===== src/rtl/float_mult_pkg.sv =====
// Shared types and constants for the float16 multiplier scheduler.
// float16 format: [15] sign (1 = positive), [14:10] exponent (bias 16), [9:0] mantissa (value = m/512).
package float_mult_pkg;

    typedef logic [15:0] float16_t;

    localparam float16_t    FLOAT_ONE = 16'hC200;
    localparam float16_t    FLOAT_TWO = 16'hC600;
    localparam int unsigned EXP_BIAS  = 16;

    // Tag id width sized for the largest supported requester count (8).
    localparam int unsigned TAG_IDW = 3;

    typedef struct packed {
        logic               vld;
        logic [TAG_IDW-1:0] id;
    } tag_t;

endpackage


===== src/rtl/float_mult_scheduler_rr_arbiter.sv =====
// Round-robin arbiter: combinational one-hot grant, registered search pointer.
module rr_arbiter #(
    parameter int unsigned N   = 4,
    parameter int unsigned IDW = (N > 1) ? $clog2(N) : 1
) (
    input  logic           clk,
    input  logic           rst,
    input  logic [N-1:0]   req,
    input  logic           en,
    output logic [N-1:0]   gnt,
    output logic [IDW-1:0] gnt_idx
);

    logic [IDW-1:0] r_ptr;
    logic           w_found;
    logic [IDW-1:0] w_cand;

    always_comb begin
        gnt     = '0;
        gnt_idx = '0;
        w_found = 1'b0;
        w_cand  = '0;
        for (int unsigned k = 0; k < N; k++) begin
            // Candidate index is (ptr + k) mod N, without a divider.
            if (32'(r_ptr) + k >= N)
                w_cand = IDW'(32'(r_ptr) + k - N);
            else
                w_cand = IDW'(32'(r_ptr) + k);
            if (en && !w_found && req[w_cand]) begin
                gnt[w_cand] = 1'b1;
                gnt_idx     = w_cand;
                w_found     = 1'b1;
            end
        end
    end

    always_ff @(posedge clk) begin
        if (rst)
            r_ptr <= '0;
        else if (w_found)
            r_ptr <= (gnt_idx == IDW'(N - 1)) ? '0 : gnt_idx + 1'b1;
    end

endmodule


===== src/rtl/float_mult_scheduler.sv =====
// Shares one fixed-latency float_multiply among N_REQ requesters; results return tagged with requester id.
module float_mult_scheduler
    import float_mult_pkg::*;
#(
    parameter int unsigned N_REQ   = 4,
    parameter int unsigned MUL_LAT = 2,
    parameter int unsigned IDW     = $clog2(N_REQ)
) (
    input  logic                         clock,
    input  logic                         rst,
    input  logic [N_REQ-1:0]             req_valid,
    output logic [N_REQ-1:0]             req_ready,
    input  logic [N_REQ*16-1:0]          req_adata,
    input  logic [N_REQ*16-1:0]          req_bdata,
    input  logic                         hold,
    output float16_t                     mul_adata,
    output float16_t                     mul_bdata,
    input  float16_t                     mul_cdata,
    output logic                         rsp_valid,
    output logic [IDW-1:0]               rsp_id,
    output float16_t                     rsp_data,
    output logic                         busy,
    output logic [$clog2(MUL_LAT+2)-1:0] inflight
);

    localparam int unsigned CNTW = $clog2(MUL_LAT + 2);

    logic [N_REQ-1:0] w_gnt;
    logic [IDW-1:0]   w_gnt_idx;
    logic             w_grant;
    float16_t         w_sel_a;
    float16_t         w_sel_b;
    float16_t         r_mul_a;
    float16_t         r_mul_b;
    tag_t             r_tag [0:MUL_LAT];
    logic [CNTW-1:0]  r_cnt;

    rr_arbiter #(
        .N   (N_REQ),
        .IDW (IDW)
    ) u_arb (
        .clk     (clock),
        .rst     (rst),
        .req     (req_valid),
        .en      (~hold),
        .gnt     (w_gnt),
        .gnt_idx (w_gnt_idx)
    );

    assign req_ready = w_gnt;
    assign w_grant   = |w_gnt;
    assign w_sel_a   = req_adata[32'(w_gnt_idx)*16 +: 16];
    assign w_sel_b   = req_bdata[32'(w_gnt_idx)*16 +: 16];

    always_ff @(posedge clock) begin
        if (rst) begin
            r_mul_a <= FLOAT_ONE;
            r_mul_b <= FLOAT_ONE;
        end else if (w_grant) begin
            r_mul_a <= w_sel_a;
            r_mul_b <= w_sel_b;
        end
    end

    // Tag stage k tracks the op whose operands entered the multiplier k cycles ago.
    always_ff @(posedge clock) begin
        if (rst) begin
            for (int unsigned k = 0; k <= MUL_LAT; k++)
                r_tag[k] <= '0;
        end else begin
            r_tag[0] <= '{vld: w_grant, id: TAG_IDW'(w_gnt_idx)};
            for (int unsigned k = 1; k <= MUL_LAT; k++)
                r_tag[k] <= r_tag[k-1];
        end
    end

    always_ff @(posedge clock) begin
        if (rst)
            r_cnt <= '0;
        else begin
            case ({w_grant, rsp_valid})
                2'b10:   r_cnt <= r_cnt + CNTW'(1);
                2'b01:   r_cnt <= r_cnt - CNTW'(1);
                default: r_cnt <= r_cnt;
            endcase
        end
    end

    assign mul_adata = r_mul_a;
    assign mul_bdata = r_mul_b;
    assign rsp_valid = r_tag[MUL_LAT].vld;
    assign rsp_id    = r_tag[MUL_LAT].id[IDW-1:0];
    assign rsp_data  = mul_cdata;
    assign inflight  = r_cnt;
    assign busy      = (r_cnt != '0);

endmodule


===== config.mk =====
export PLATFORM = sky130hd
export DESIGN_NAME = float_mult_scheduler
export DESIGN_NICKNAME = d
export VERILOG_FILES = /design/src/rtl/float_mult_pkg.sv /design/src/rtl/float_mult_scheduler_rr_arbiter.sv /design/src/rtl/float_mult_scheduler.sv
export SDC_FILE = /design/constraint.sdc
export NUM_CORES = 1
export LEC_CHECK = 0
export BUFFER_PORTS_ARGS = -buffer_cell sky130_fd_sc_hd__buf_4
export CAP_MARGIN = 5
export CORE_MARGIN = 2
export CORE_UTILIZATION = 46
export CTS_CLUSTER_DIAMETER = 40
export DETAILED_ROUTE_END_ITERATION = 6
export GPL_ROUTABILITY_DRIVEN = 0
export PLACE_DENSITY = 0.87
export SLEW_MARGIN = 10
export SYNTH_ARGS = -nofsm -noshare
export SYNTH_HDL_FRONTEND = slang
export SYNTH_SLANG_ARGS = --single-unit

===== constraint.sdc =====
create_clock -name clock -period 9.5 [get_ports clock]
set_input_delay 0.475 -clock clock [delete_from_list [all_inputs] [get_ports clock]]
set_output_delay 0.475 -clock clock [all_outputs]
set_load 0.05 [all_outputs]

* Yosys cells after proc, flatten, opt, wreduce, memory -nomap -nowiden
Memory sizes are Yosys's and may differ from the RTL's.
Cells that the tools add are included.
Widths: inputs -> output; s select.
** Word-level totals
- Memory bits (writable) :: 12
- Output and inout port bits :: 58
- Input port bits :: 151
- Memories kept :: 1
- Flip-flop bits (word level) :: 36
- Word-level logic and storage cells :: 96
** Cells by class
- Equal/unequal tests :: 3
- Shifts and indexed selects :: 2
- Muxes and demuxes :: 40
- Add/subtract/negate cells :: 10
- Bitwise logic cells :: 7
- Reduce and logical (&&, ||, !) cells :: 17
- $lt $le $gt $ge :: 12
** Memories
- r_tag :: words 3, bits a word 4, rd ports 3, clocked after memory_dff 0, wr ports 3, RTL line float_mult_scheduler.sv:35 : tag_t r_tag [0:MUL_LAT];
** Operators by type and width (count)
- $shiftx 64x7->16 :: 2
- $mux 4 :: 7
- $mux 2 :: 9
- $mux 1 :: 15
- $lt 2x3->1 const B :: 4
- $or 4x4->4 :: 3
- $logic_and 1x1->1 :: 11
- $sub 2x1->2 const B :: 5
- $ge 3x3->1 const B :: 3
- $bmux 1 s2 :: 4
- $demux 1 s2 :: 4
- $ge 2x1->1 const B :: 4
- $add 2x2->3 const B :: 2
- $add 2x1->2 const B :: 2
- $eq 2x2->1 const B :: 2
- $pmux 2 s2 :: 1
- $reduce_bool 2->1 :: 2
- $reduce_or 4->1 :: 1
- $add 2x1->3 const B :: 1
- $ge 2x3->1 const B :: 1
- $logic_not 1->1 :: 3
- $or 1x1->1 :: 3
- $eq 2x1->1 const B :: 1
- $not 1->1 :: 1

* Logic depth before layout (Yosys ltp)
- Depth after elaboration :: 21
- Depth in mapped cells :: 15
- Gate-level depth less buffers :: 11

* Cells and area by module
Synthesis repeated with hierarchy kept, for this count alone.
** Second synthesis, totals
- Cell total of the unflattened synthesis :: 295
- Area total of the unflattened synthesis :: 2997.9 um2
** By module, submodules not included
- float_mult_scheduler :: cells an instance 229, instances 1, area each 2448.6 um2, sequential area each 860.8 um2
- rr_arbiter :: cells an instance 66, instances 1, area each 549.3 um2, sequential area each 40.0 um2

* Worst setup path before layout
Ideal clock, no wire load.
- Path type :: flip-flop to flip-flop
- Start :: register u_arb.r_ptr[0]
- End :: register r_cnt[1] (netlist: inflight[1])
- Period minus slack after synthesis :: 4.012 ns
- Data arrival time :: 3.942 ns
- Path buffers :: 3
- Required time :: 9.430 ns
- Stages on the path, launching flop included :: 14
- Library setup time :: 0.070 ns
- Setup slack :: 5.488 ns
- Cells stage by stage :: dfxtp_1 -> buf_2 -> inv_1 -> ha_1 -> mux4_2 -> nor3b_1 -> a22o_1 -> a211o_1 -> nor4_4 -> buf_4 -> buf_6 -> ha_1 -> or3_1 -> a21oi_1
** On the way
- Cells in the longest elaborated chain, start to end :: 21
- Elaborated cells on any way between the ends :: 68
- Those cells by class :: 7 x add/sub; 12 x order compare; 2 x eq/ne; 28 x mux; 3 x bitwise; 16 x reduce/logical
** RTL lines
- start, declared :: RTL line float_mult_scheduler_rr_arbiter.sv:14 : logic [IDW-1:0] r_ptr;
- start signal, assigned :: RTL line float_mult_scheduler_rr_arbiter.sv:41 : r_ptr <= (gnt_idx == IDW'(N - 1)) ? '0 : gnt_idx + 1'b1;
- branches (longest 17 deep; another with $add 2x1->3)
- $mux 4 (*) :: RTL line float_mult_scheduler_rr_arbiter.sv:29 : if (en && !w_found && req[w_cand]) begin
- net req_ready[1] :: RTL line float_mult_scheduler.sv:12 : output logic [N_REQ-1:0] req_ready,
- $reduce_or 4->1 (*) :: RTL line float_mult_scheduler.sv:51 : assign w_grant = |w_gnt;
- $eq 2x1->1 / $eq 2x2->1 (equally long branches) :: RTL line float_mult_scheduler.sv:81 : case ({w_grant, rsp_valid})
- $pmux 2 s2 / $reduce_bool 2->1 (equally long branches)
- end signal, assigned :: RTL line float_mult_scheduler.sv:82 : 2'b10: r_cnt <= r_cnt + CNTW'(1);
- end signal, assigned :: RTL line float_mult_scheduler.sv:83 : 2'b01: r_cnt <= r_cnt - CNTW'(1);
- end signal, assigned :: RTL line float_mult_scheduler.sv:84 : default: r_cnt <= r_cnt;
- end, declared :: RTL line float_mult_scheduler.sv:36 : logic [CNTW-1:0] r_cnt;
Mark *: on every way through the listed nets, which the timed path passes. The select of a mux whose other input is x is not followed.
A chain may end at the register's enable or synchronous reset.

* Worst setup path in the final report
- Start :: register u_arb.r_ptr[0]
- End :: register r_cnt[1] (netlist: inflight[1])
** On the way
- Cells in the longest elaborated chain, start to end :: 21
- Elaborated cells on any way between the ends :: 68
- Those cells by class :: 7 x add/sub; 12 x order compare; 2 x eq/ne; 28 x mux; 3 x bitwise; 16 x reduce/logical
** RTL lines (RTL line)
- branches (longest 17 deep; another with $add 2x1->3)
- $mux 4 (*) :: float_mult_scheduler_rr_arbiter.sv:29
- $reduce_or 4->1 (*) :: float_mult_scheduler.sv:51
- $eq 2x1->1 / $eq 2x2->1 (equally long branches) :: float_mult_scheduler.sv:81
- $pmux 2 s2 / $reduce_bool 2->1 (equally long branches)
Every way passes the cells marked *. The select of a mux whose other input is x is not followed.

==> results.sh <==
export IMPL_outcome="finished, final reports clean"
export IMPL_vdd_drop_max_uv=122.2
export IMPL_antenna_found_initial=0
export IMPL_row_count=29
export IMPL_nNetsFinal=686
export IMPL_cp_common_cell="ha_1"
export IMPL_worstPathMaxFanout=28
export IMPL_async_flop_share_pct=0
export IMPL_drive_gt1_share_pct=38.40
export IMPL_ctsHoldBuffers=0
export IMPL_tightestPinTransition_ns=1.185
export IMPL_route_vias_total=3434
export IMPL_crit_required_ns=9.71
export IMPL_timing_slew_headroom_pct=20.81
export IMPL_synthCells=394
export IMPL_cp_cell_sequence="inv_1, ha_1, mux4_2, nor3b_1, a22o_1, a211o_1, nor4_4, buf_4, ha_1, or3_1, a21oi_1"
export IMPL_dr_wl_met3_um=722
export IMPL_max_freq_ghz=0.2210
export IMPL_die_w_um=86.10
export IMPL_hold_violations=0
export IMPL_period_needed_ns=4.525
export IMPL_holdWs_ns=0.4386
export IMPL_synth_top_area_cell="dfxtp_1"
export IMPL_avgSynthCellArea_um2=7.869
export IMPL_overflow=0
export IMPL_synthXorXnorAreaFrac_pct=0.5650
export IMPL_yosysSeqAreaShare_pct=29.06
export IMPL_drcViolationCount=0
export IMPL_yosys_cell_types_count=38
export IMPL_yosys_area_share_simple_pct=19.53
export IMPL_period_share_pct=47.64
export IMPL_synthToLayoutAreaGrowth_pct=40.03
export IMPL_top_layer_used="met4"
export IMPL_drtIter0Drc=174
export IMPL_clk_latency_ns=0.28
export IMPL_leakage_uw=0.001929
export IMPL_h_tree_depth=2
export IMPL_syn_nets=554
export IMPL_setup_viol=0
export IMPL_clockBufferDepth=2
export IMPL_p_sw_uw=504.1
export IMPL_drt_total_wl_um=9741
export IMPL_fin_setup_tns_ns=0
export IMPL_p_int_uw=552.4
export IMPL_io_pins=209
export IMPL_initial_core_util_pct=48.28
export IMPL_grt_max_degree=60
export IMPL_cts_tree="yes"
export IMPL_nFillCells=545
export IMPL_fin_worst_skew_ns=0.007917
export IMPL_min_to="r_tag[0][8]$_SDFF_PP0_"
export IMPL_cts_sinks=45
export IMPL_synth_adder_area_share_pct=3.632
export IMPL_die_height_um=86.10
export IMPL_synth_compound_area_share_pct=27.97
export IMPL_wl_met2_um=5298
export IMPL_p_comb_share_pct=60.8
export IMPL_port_buffers=176
export IMPL_drt_met1_wl_um=3550
export IMPL_synth_common_cells="88 x a21oi_1, 86 x nand2_1, 45 x dfxtp_1"
export IMPL_cts_root_buffer="clkbuf_8"
export IMPL_rsz0062_at_grt="no"
export IMPL_hold_path_class="reg2reg"
export IMPL_r2r_cells=11
export IMPL_switching_share_pct=47.71
export IMPL_drv_cap=0
export IMPL_ys_flop_type="dfxtp_1"
export IMPL_p_seq_share_pct=26.1
export IMPL_r2r_end="inflight[1]$_SDFFE_PP0P_"
export IMPL_synthMuxAreaShare_pct=8.192
export IMPL_yosys_area_top_type_share_pct=29.06
export IMPL_endpoint_kind="flip-flop"
export IMPL_cp_slowest_cell="dfxtp_1"
export IMPL_cp_arrival_ns=4.73
export IMPL_synth_area_leaders="dfxtp_1 29%, a21oi_1 14%, nand2_1 10%"
export IMPL_netlist_area_mm2=0.003100
export IMPL_yosys_warnings=0
export IMPL_post_cts_setup_buffers=0
export IMPL_numCtsBuffers=5
export IMPL_core_area_mm2=0.006422
export IMPL_p_clk_share_pct=13.1
export IMPL_viasPerCell=5.695
export IMPL_crit_type="reg2reg"
export IMPL_clk_pin_slew_ns=0.08
export IMPL_die_area_mm2=0.007413
export IMPL_track_usage_pct=25.52
export IMPL_r2r_slack_ns=4.97
export IMPL_r2r_start="u_arb.r_ptr[0]$_SDFFE_PP0P_"
export IMPL_start_kind="flip-flop"
export IMPL_ys_ff_latch=45
export IMPL_final_antenna_net_count=0
export IMPL_worst_path_largest_cell_delay_ns=0.65
export IMPL_critPathLaunch="u_arb.r_ptr[0]$_SDFFE_PP0P_"
export IMPL_diodes=0
export IMPL_power_density_mw_per_mm2=243.3
export IMPL_dp_hpwl_um=7366
export IMPL_synth_top_family_by_area="compound AO/OA/AOI/OAI gates"
export IMPL_power_total_uw=1056
export IMPL_grt_pass1_wl_um=15480
export IMPL_hold_start="r_tag[0][4]$_SDFF_PP0_"
export IMPL_synth_most_common_cell="a21oi_1"
export IMPL_cts_resized=0
export IMPL_hold_depth=1
export IMPL_place_area_mm2=0.004238
export IMPL_drv_slew=0
export IMPL_fin_area_mm2=0.004342
export IMPL_first_global_vias=3400
export IMPL_wl_per_cell_um=16.15
export IMPL_synth_edf_count=0
export IMPL_dr_pass1_iters=4
power groups by stage:
stage                     clock (uW)  sequential [uW]  combinational [uW]
after floorplan                    0              436                 330
after global placement             0              276                 629
after detailed placement           0              280                 643
after CTS                        142              276                 644
after global routing             150              283                 686
final                            138              276                 643
critical path, delay by kind of cell, from the launching register on:
family	cells	cell delay [ns]
AOI/OAI and AO/OA	3	0.74
buffers and inverters	2	0.59
muxes	1	0.65
and+or+nand+nor	3	0.87
DFF	1	0.65
adders and majority gates	2	0.94
cell families (layout without fill, tap and decap cells):
group                      count (synthesis)  count (layout)
AOI/OAI and AO/OA                        133             133
and+or+nand+nor                          132             132
buffers and inverters                     59             191
DFF                                       45              45
adders and majority gates                  9               9
muxes                                     14              14
xor gates and xnor gates                   2               2
layout by cell type (no fill, tap or decap), drive strengths merged, types with 2 or more instances in the layout:
cell and count:
ha 9, nand2b 11, mux4 9, a21o 2, nor4b 4, nor2 12, buf 180, nor2b 6
nand2 86, o311ai 2, clkbuf 5, mux2i 4, or3 3, a211o 4, nor3 4, or2 2
a21oi 88, o21ai 2, a22o 4, inv 4, dfxtp 45, a221o 26
final cells by class:
class	instances	area, um^2	share of cell area (%)
multi-input combinational	290	1874	43.17
timing repair buffer	180	1351	31.12
sequential	45	900.9	20.75
tap	77	96.34	2.219
clock buffer	5	68.82	1.585
clock inverter	2	35.03	0.8069
inverter	4	15.01	0.3458
per-layer routing:
| layer | vias up | track usage [%] |
|---|---|---|
| li1 | 1652 | - |
| met5 | - | 0 |
| met1 | 1615 | 28.77 |
| met3 | 22 | 5.294 |
| met2 | 145 | 47.85 |
| met4 | 0 | 7.504 |
through the flow:
stage | cells | util (%) | setup WS (ns)
2_1_floorplan | 394 | - | 5.488
3_3_place_gp | 596 | 65.98 | 5.226
3_5_place_dp | 596 | 65.98 | 5.001
4_1_cts | 603 | 67.60 | 4.978
5_1_grt | 603 | 67.60 | 4.657
6_report | 603 | 67.60 | 4.975
how the worst max path moves through the flow:
stage | endpoint | slack, ns | depth (start not counted)
2_1_floorplan | inflight[1]$_SDFFE_PP0P_ | 5.49 | 13
3_3_place_gp | inflight[1]$_SDFFE_PP0P_ | 5.23 | 11
3_5_place_dp | inflight[1]$_SDFFE_PP0P_ | 5.00 | 11
4_1_cts | inflight[1]$_SDFFE_PP0P_ | 4.98 | 11
5_1_grt | inflight[1]$_SDFFE_PP0P_ | 4.66 | 11
6_report | inflight[1]$_SDFFE_PP0P_ | 4.97 | 11
sequential cells by signal, summed over array words and instances, names as in the netlist:
name         count
inflight         2
mul_adata       16
mul_bdata       16
r_tag            9
u_arb.r_ptr      2
No activity file was read; power rests on OpenSTA's default activity.
